==> config.mk <==
export PLATFORM = sky130hd
export DESIGN_NAME = servo_pwm_ramp
export DESIGN_NICKNAME = d
export VERILOG_FILES = /design/src/rtl/servo_pwm_ramp.sv
export SDC_FILE = /design/constraint.sdc
export NUM_CORES = 1
export LEC_CHECK = 0
export BUFFER_PORTS_ARGS = -buffer_cell sky130_fd_sc_hd__buf_2
export CORE_UTILIZATION = 29
export DETAILED_ROUTE_END_ITERATION = 12
export GPL_TIMING_DRIVEN = 0
export PLACE_DENSITY_LB_ADDON = 0.15
export SLEW_MARGIN = 10
export SYNTH_ARGS = -nofsm -noshare
export SYNTH_HDL_FRONTEND = slang
export SYNTH_SLANG_ARGS = --single-unit
==> constraint.sdc <==
create_clock -name clk -period 8.3 [get_ports clk]
set_input_delay 1.66 -clock clk [delete_from_list [all_inputs] [get_ports clk]]
set_output_delay 1.66 -clock clk [all_outputs]
set_load 0.02 [all_outputs]
==> src/rtl/servo_pwm_ramp.sv <==
// servo_pwm_ramp
//   Servo PWM generator with a slew-limited pulse width. A microsecond
//   timebase divides clk by CLK_HZ/1e6; a frame is PERIOD_US microseconds.
//   At each frame boundary the pulse width moves toward the target selected
//   by 'locked' by at most STEP_US, clamped so it never overshoots.
// Ports
//   clk          system clock
//   reset        synchronous, active-high
//   locked       requested position (1 = lock, 0 = unlock), synchronous to clk
//   servo        registered PWM output
//   pulse_us     pulse width (us) applied in the current frame
//   busy         1 while the applied width differs from the target
//   frame_start  one-cycle pulse in the first cycle of each frame (not the first after reset)
module servo_pwm_ramp #(
  parameter int unsigned CLK_HZ    = 50_000_000,
  parameter int unsigned PERIOD_US = 20000,
  parameter int unsigned LOCK_US   = 2000,
  parameter int unsigned UNLOCK_US = 1000,
  parameter int unsigned STEP_US   = 20
) (
  input  logic                           clk,
  input  logic                           reset,
  input  logic                           locked,
  output logic                           servo,
  output logic [$clog2(PERIOD_US+1)-1:0] pulse_us,
  output logic                           busy,
  output logic                           frame_start
);

  localparam int unsigned DIV  = CLK_HZ / 1_000_000;
  localparam int unsigned PS_W = (DIV > 1) ? $clog2(DIV) : 1;
  localparam int unsigned CW   = (PERIOD_US > 1) ? $clog2(PERIOD_US) : 1;
  localparam int unsigned W    = $clog2(PERIOD_US + 1);

  typedef enum logic [1:0] {
    IDLE      = 2'd0,
    RAMP_UP   = 2'd1,
    RAMP_DOWN = 2'd2
  } state_t;

  state_t          state, state_nxt;
  logic [PS_W-1:0] prescaler;
  logic [CW-1:0]   us_cnt;
  logic            us_tick;
  logic            boundary;
  logic [W-1:0]    target;
  logic [W-1:0]    diff;
  logic [W-1:0]    pulse_nxt;
  logic            go_up, go_down;

  assign us_tick  = (prescaler == PS_W'(DIV - 1));
  assign boundary = us_tick && (us_cnt == CW'(PERIOD_US - 1));
  assign target   = locked ? W'(LOCK_US) : W'(UNLOCK_US);

  // Next width and state. Direction is decided purely by target vs the
  // current width, so IDLE, RAMP_UP and RAMP_DOWN all resolve identically at
  // a boundary: step (clamped to target), then IDLE once the target is hit.
  always_comb begin
    state_nxt = state;
    pulse_nxt = pulse_us;
    go_up     = (target > pulse_us);
    go_down   = (target < pulse_us);
    diff      = go_up ? (target - pulse_us) : (pulse_us - target);
    if (boundary) begin
      if (go_up) begin
        pulse_nxt = (32'(diff) <= STEP_US) ? target : pulse_us + W'(STEP_US);
        state_nxt = (32'(diff) <= STEP_US) ? IDLE : RAMP_UP;
      end else if (go_down) begin
        pulse_nxt = (32'(diff) <= STEP_US) ? target : pulse_us - W'(STEP_US);
        state_nxt = (32'(diff) <= STEP_US) ? IDLE : RAMP_DOWN;
      end else begin
        state_nxt = IDLE;
      end
    end
  end

  always_ff @(posedge clk) begin
    if (reset) begin
      prescaler   <= '0;
      us_cnt      <= '0;
      pulse_us    <= W'(UNLOCK_US);
      state       <= IDLE;
      busy        <= 1'b0;
      servo       <= 1'b0;
      frame_start <= 1'b0;
    end else begin
      prescaler   <= us_tick ? '0 : prescaler + 1'b1;
      if (us_tick)
        us_cnt    <= (us_cnt == CW'(PERIOD_US - 1)) ? '0 : us_cnt + 1'b1;
      pulse_us    <= pulse_nxt;
      state       <= state_nxt;
      busy        <= (state_nxt != IDLE);
      servo       <= (W'(us_cnt) < pulse_us);
      frame_start <= boundary;
    end
  end

endmodule

# == Word-level counts from Yosys, hierarchy flattened ==
# Index checks and enable logic that the tools add are counted.
# op_classes
n_eq_ne,2
muxes,12
n_addsub,6
n_reduce_logical,5
magnitude_cmp,4
# ops
op,count
$mux W15,6
$add A15 B1 Y15 const B,1
$add A15 B5 Y15 const B,1
$eq A15 B15 Y1 const B,1
$gt A11 B15 Y1,1
$le A15 B5 Y1 const B,1
$lt A11 B15 Y1,1
$lt A15 B15 Y1,1
$sub A11 B15 Y15,1
$sub A15 B11 Y15,1
$sub A15 B5 Y15 const B,1
$mux W11,1
$mux W2,4
$add A6 B1 Y6 const B,1
$eq A6 B6 Y1 const B,1
$reduce_bool A2 Y1,2
$reduce_and A2 Y1,1
$reduce_or A2 Y1,1
$logic_and A1 B1 Y1,1
$mux W1,1
# word_totals
word_cells,36
regBits,41
out_inout_bits,18

# == Depth between registers and ports, before layout ==
# logic_depth
depth_word,9
mapped_depth,12

# == Worst setup path before layout ==
# Ideal clock, no wire load.
# synth_timing
path_type,input to register
startpoint,input port locked
endpoint,register pulse_us[5]
slack_ps,3924
path_buffers,1
path_stages,12
t_arrival_ps,4254
path_cell_list,inv_1 -> ha_1 -> inv_1 -> fa_1 -> a21oi_1 -> xnor2_1 -> and4_1 -> o211ai_1 -> or4_1 -> buf_2 -> a2111o_1 -> o311a_1
# synth_between
elab_chain_cells,7
word_cells_on_any_way,13
classes_between,add/sub: 2; order compare: 3; mux: 6; reduce/logical: 2
# synth_lines
element,line,text
from (decl),23,"input logic locked,"
$mux W11 (*),53,assign target = locked ? W'(LOCK_US) : W'(UNLOCK_US);
$sub A15 B11 Y15 (tied with other cells),63,diff = go_up ? (target - pulse_us) : (pulse_us - target);
$mux W15,63,
$le A15 B5 Y1,"66, 69",
$mux W15,69,pulse_nxt = (32'(diff) <= STEP_US) ? target : pulse_us - W'(STEP_US);
$mux W15,68,end else if (go_down) begin
$mux W15,65,if (go_up) begin
to (signal assigned),81,pulse_us <= W'(UNLOCK_US);
to (signal assigned),90,pulse_us <= pulse_nxt;
to (decl),25,"output logic [$clog2(PERIOD_US+1)-1:0] pulse_us,"
# Every way passes the cells marked *; elsewhere a longest branch is shown, timed or not. The select of a mux whose other input is x is not followed.
# A chain may end at the register's enable or synchronous reset.

# == Final worst setup path ==
# Same ends and word-level chain as after synthesis.

==> results.yml <==
routing:
  drt_iter0_drc: 177
  drt_pre_antenna_iters: 4
  detailed_route_vias_per_instance: 5.21
  drc: 0
  wirelength_per_cell_um: 15.4
  final_antenna_net_count: 0
  wirelength_um: 8010
  routed-via-count: 2721
yosys:
  synth_simple_gate_area_share_pct: 26.0
  synth_compound_area_share_pct: 18.2
  synth-seq-area-share_pct: 26.4
  synth.lib_cells_used.distinct: 61
  synthXorXnorAreaFrac_pct: 7.98
  share_of_async_settable_or_async_resettable_flops_after_synthesis_pct: 0
  postSynthRegisterBits: 39
  synth.top_cells.by_area: "dfxtp_1 26%, ha_1 12%, nor2_1 4.7%"
  post_synth_mux_area_share_pct: 2.41
  netlist.top_cell.by_area: "dfxtp_1"
  synthesis.area_um2: 2960
  synth_enable_flop_cells: 0
  syn_inst: 364
  post_synth.cell_area_avg_um2: 8.14
  syn_warnings: 0
  synth_adder_area_share_pct: 13.2
  synth_top_area_share_pct: 26.4
  synth-main-ff-cell: "dfxtp_1"
  dominant_combinational_cell_family_by_area_after_synthesis: "simple AND/OR/NAND/NOR gates"
worst_setup_path:
  crit_arrival_ns: 4.85
  crit_slowest_cell: "or4_1"
  critical_path_peak_fanout: 8
  critical_path_s_top_delay_family: "compound AO/OA/AOI/OAI gates"
  timing.critical_path.to_type: "flip-flop"
  criticalPathCategory: "in -> reg"
  startpoint_type: "input port"
  timing.critical_path.slowest_cell_delay_ns: 0.53
  worstPathCellList: "buf_2 -> inv_1 -> ha_1 -> inv_1 -> fa_1 -> a21oi_1 -> nor3b_1 -> o21ai_0 -> o21ai_1 -> or4_1 -> buf_2 -> a2111o_1 -> o311a_1"
  critical_path.n_buffers_inverters: 4
  worstPathRequired_ns: 8.48
  ff2ff_setup_slack_ns: 4.82
clocking:
  cts.sink_count: 39
  cts_tree: "yes"
  root_buffer_master: "clkbuf_8"
  hold_buffers: 0
  cts_setup_buffers: 0
  post_cts_resized: 0
  cts_inserted_buffers: 5
  clockBufferDepth: 2
  htree_levels: 2
  cts.reportedPaths.clkPinSlew_ns: 0.07
  worst_skew_pair.late_latency_ns: 0.29
timing:
  grt_setup_unrepaired: "false"
  post-route-min-period_ns: 4.67
  fmax_ghz: 0.214
  finalHoldViolCount: 0
  worst_pin_slew_ns: 0.663
  maxSlewHeadroom_pct: 55.4
  whs_ns: 0.467
  finalSetupTns_ns: 0
  skew_ns: 0.00475
  layout_worst_path_cycle_share_pct: 56.3
  setup-violations-final: 0
  final-max-slew-violation-count: 0
power_and_ir_drop:
  cellPowerDensity_nw_per_um2: 116
  total_leakage_power_nw: 1.28
  ir_worst_vdd_mv: 0.0755
cells_and_area:
  commonest_cells_after_routing_fill_and_taps_aside: "39 x dfxtp_1, 37 x nor2_1, 28 x ha_1, 23 x buf_2, 22 x nand2_1"
  fin_area_um2: 3290
  antenna-diode-count: 0
  post_layout_nonfiller_instances: 522
  final_layout_size_suffix_gt1_share_pct: 11.3
  area_occupied_by_multi_input_gates_um2: 2010
  seq_area_um2: 781
  fillers: 1101
  layout_commonest_cell: "dfxtp_1"
  finalNetCount: 423
  area_growth_syn_to_layout_pct: 11.2
min_path:
  min-delay-path-class: "reg -> reg"
floorplanning:
  floorplan.core_area_um2: 9820
  ios: 21
  die-height_um: 103
  placement_rows: 36
  initial_utilization_pct: 30.2
  die_w_um: 103
  dieArea_um2: 10600
placement:
  dp.cells: 516
  numPortBuffers: 18
  detailed_place.area_um2: 3220
  globalplace.congestion: 0.891
  dp_hpwl_um: 6220
global_route:
  grtUsageTotal_pct: 16.6
  grt.overflow.total: 0
  grt_antenna_before_repair: 0
  grt_start_max_net_pins: 11
  grt_pass1_vias: 2606
  grt_first_pass_wirelength_um: 13400
run_status:
  run_status: "complete, no violations"
run:
  max_cap_viol_count: 0
routing by layer:
| layer | wire [µm] | vias up | share of wire (%) | global-route usage [%] |
|---|---|---|---|---|
| li1 | - | 1369 | - | - |
| met1 | 4160 | 1260 | 52 | 23.7 |
| met2 | 3340 | 78 | 42 | 25.2 |
| met3 | 370 | 14 | 4.6 | 2.92 |
| met4 | 137 | 0 | 1.7 | 4.98 |
| met5 | 0 | - | 0 | 0 |
worst register-to-register path, stage by stage (launching register included):
cell and delay (ns):
dfxtp_1 0.49, inv_1 0.20, ha_1 0.37, buf_2 0.21, a21oi_1 0.12, o21ai_0 0.23
a211oi_1 0.39, o211ai_1 0.13, or4_1 0.48, buf_2 0.19, a2111o_1 0.42, o311a_1 0.14
stage by stage:
| step | power, W | util [%] | setup slack [ns] |
|---|---|---|---|
| floorplan | 0.000249 | - | 3.92 |
| global placement | 0.000266 | 32.8 | 3.36 |
| detailed placement | 0.000266 | 32.8 | 3.37 |
| CTS | 0.000386 | 33.5 | 3.66 |
| global route | 0.000404 | 33.5 | 3.39 |
| finish | 0.000382 | 33.5 | 3.63 |
path summary, 6_finish.rpt:
kind,start,end,depth (start not counted)
worst max-delay path,locked,pulse_us[5]$_SDFFE_PP1P_,13
worst min-delay path,state[1]$_SDFF_PP0_,state[1]$_SDFF_PP0_,2
worst max register to register,pulse_us[5]$_SDFFE_PP1P_,pulse_us[5]$_SDFFE_PP1P_,11
worst min register to register,state[1]$_SDFF_PP0_,state[1]$_SDFF_PP0_,2
final cells by class:
class,count,area share [%]
clock buffer,6,2.20
timing repair buffer,18,2.73
inverter,20,2.28
buffer,19,2.89
multi-input combinational,287,61.1
tap,133,5.05
sequential,39,23.7
where the power goes:
part / switching (W) / total (W) / internal [W]
clock network: 0.0000628 / 0.000119 / 0.0000561
logic: 0.0000437 / 0.0000700 / 0.0000263
registers: 0.00000317 / 0.000193 / 0.000189
cells in the mapped netlist (all sizes together) (2+ instances only):
library cell and n:
xnor2 15, dfxtp 39, a2111o 2, o311ai 4, nor4 5, or2 3, o31a 2, nand3 13
mux2i 6, o22ai 2, nor3b 3, o21a 8, nor3 17, o21ai 15, and4 5, a211oi 4
nor2 38, o31ai 4, or4 4, a211o 4, o211ai 6, and3 8, a21oi 18, o2111ai 2
inv 19, fa 2, nor2b 3, and2 5, nand2 22, xor2 12, nand4 8, buf 10
or3 3, nand2b 2, clkbuf 9, ha 28, nor4b 4
cells by family (layout without fill, tap and decap cells):
kind of cell / count (synthesis) / after routing
AND/OR/NAND/NOR: 144 / 144
AO/OA/AOI/OAI: 77 / 77
flip-flops: 39 / 39
buffers and inverters: 39 / 63
adder cells (fa/ha/maj): 30 / 30
XOR/XNOR: 27 / 27
multiplexers: 7 / 7
other: 1 / 2
sequential cells by signal (all words and copies together) (netlist names):
signal       cells
servo            1
pulse_us        13
busy             1
us_cnt          15
prescaler        6
state            2
frame_start      1
Note: power is estimated with default switching activity, not from simulation.
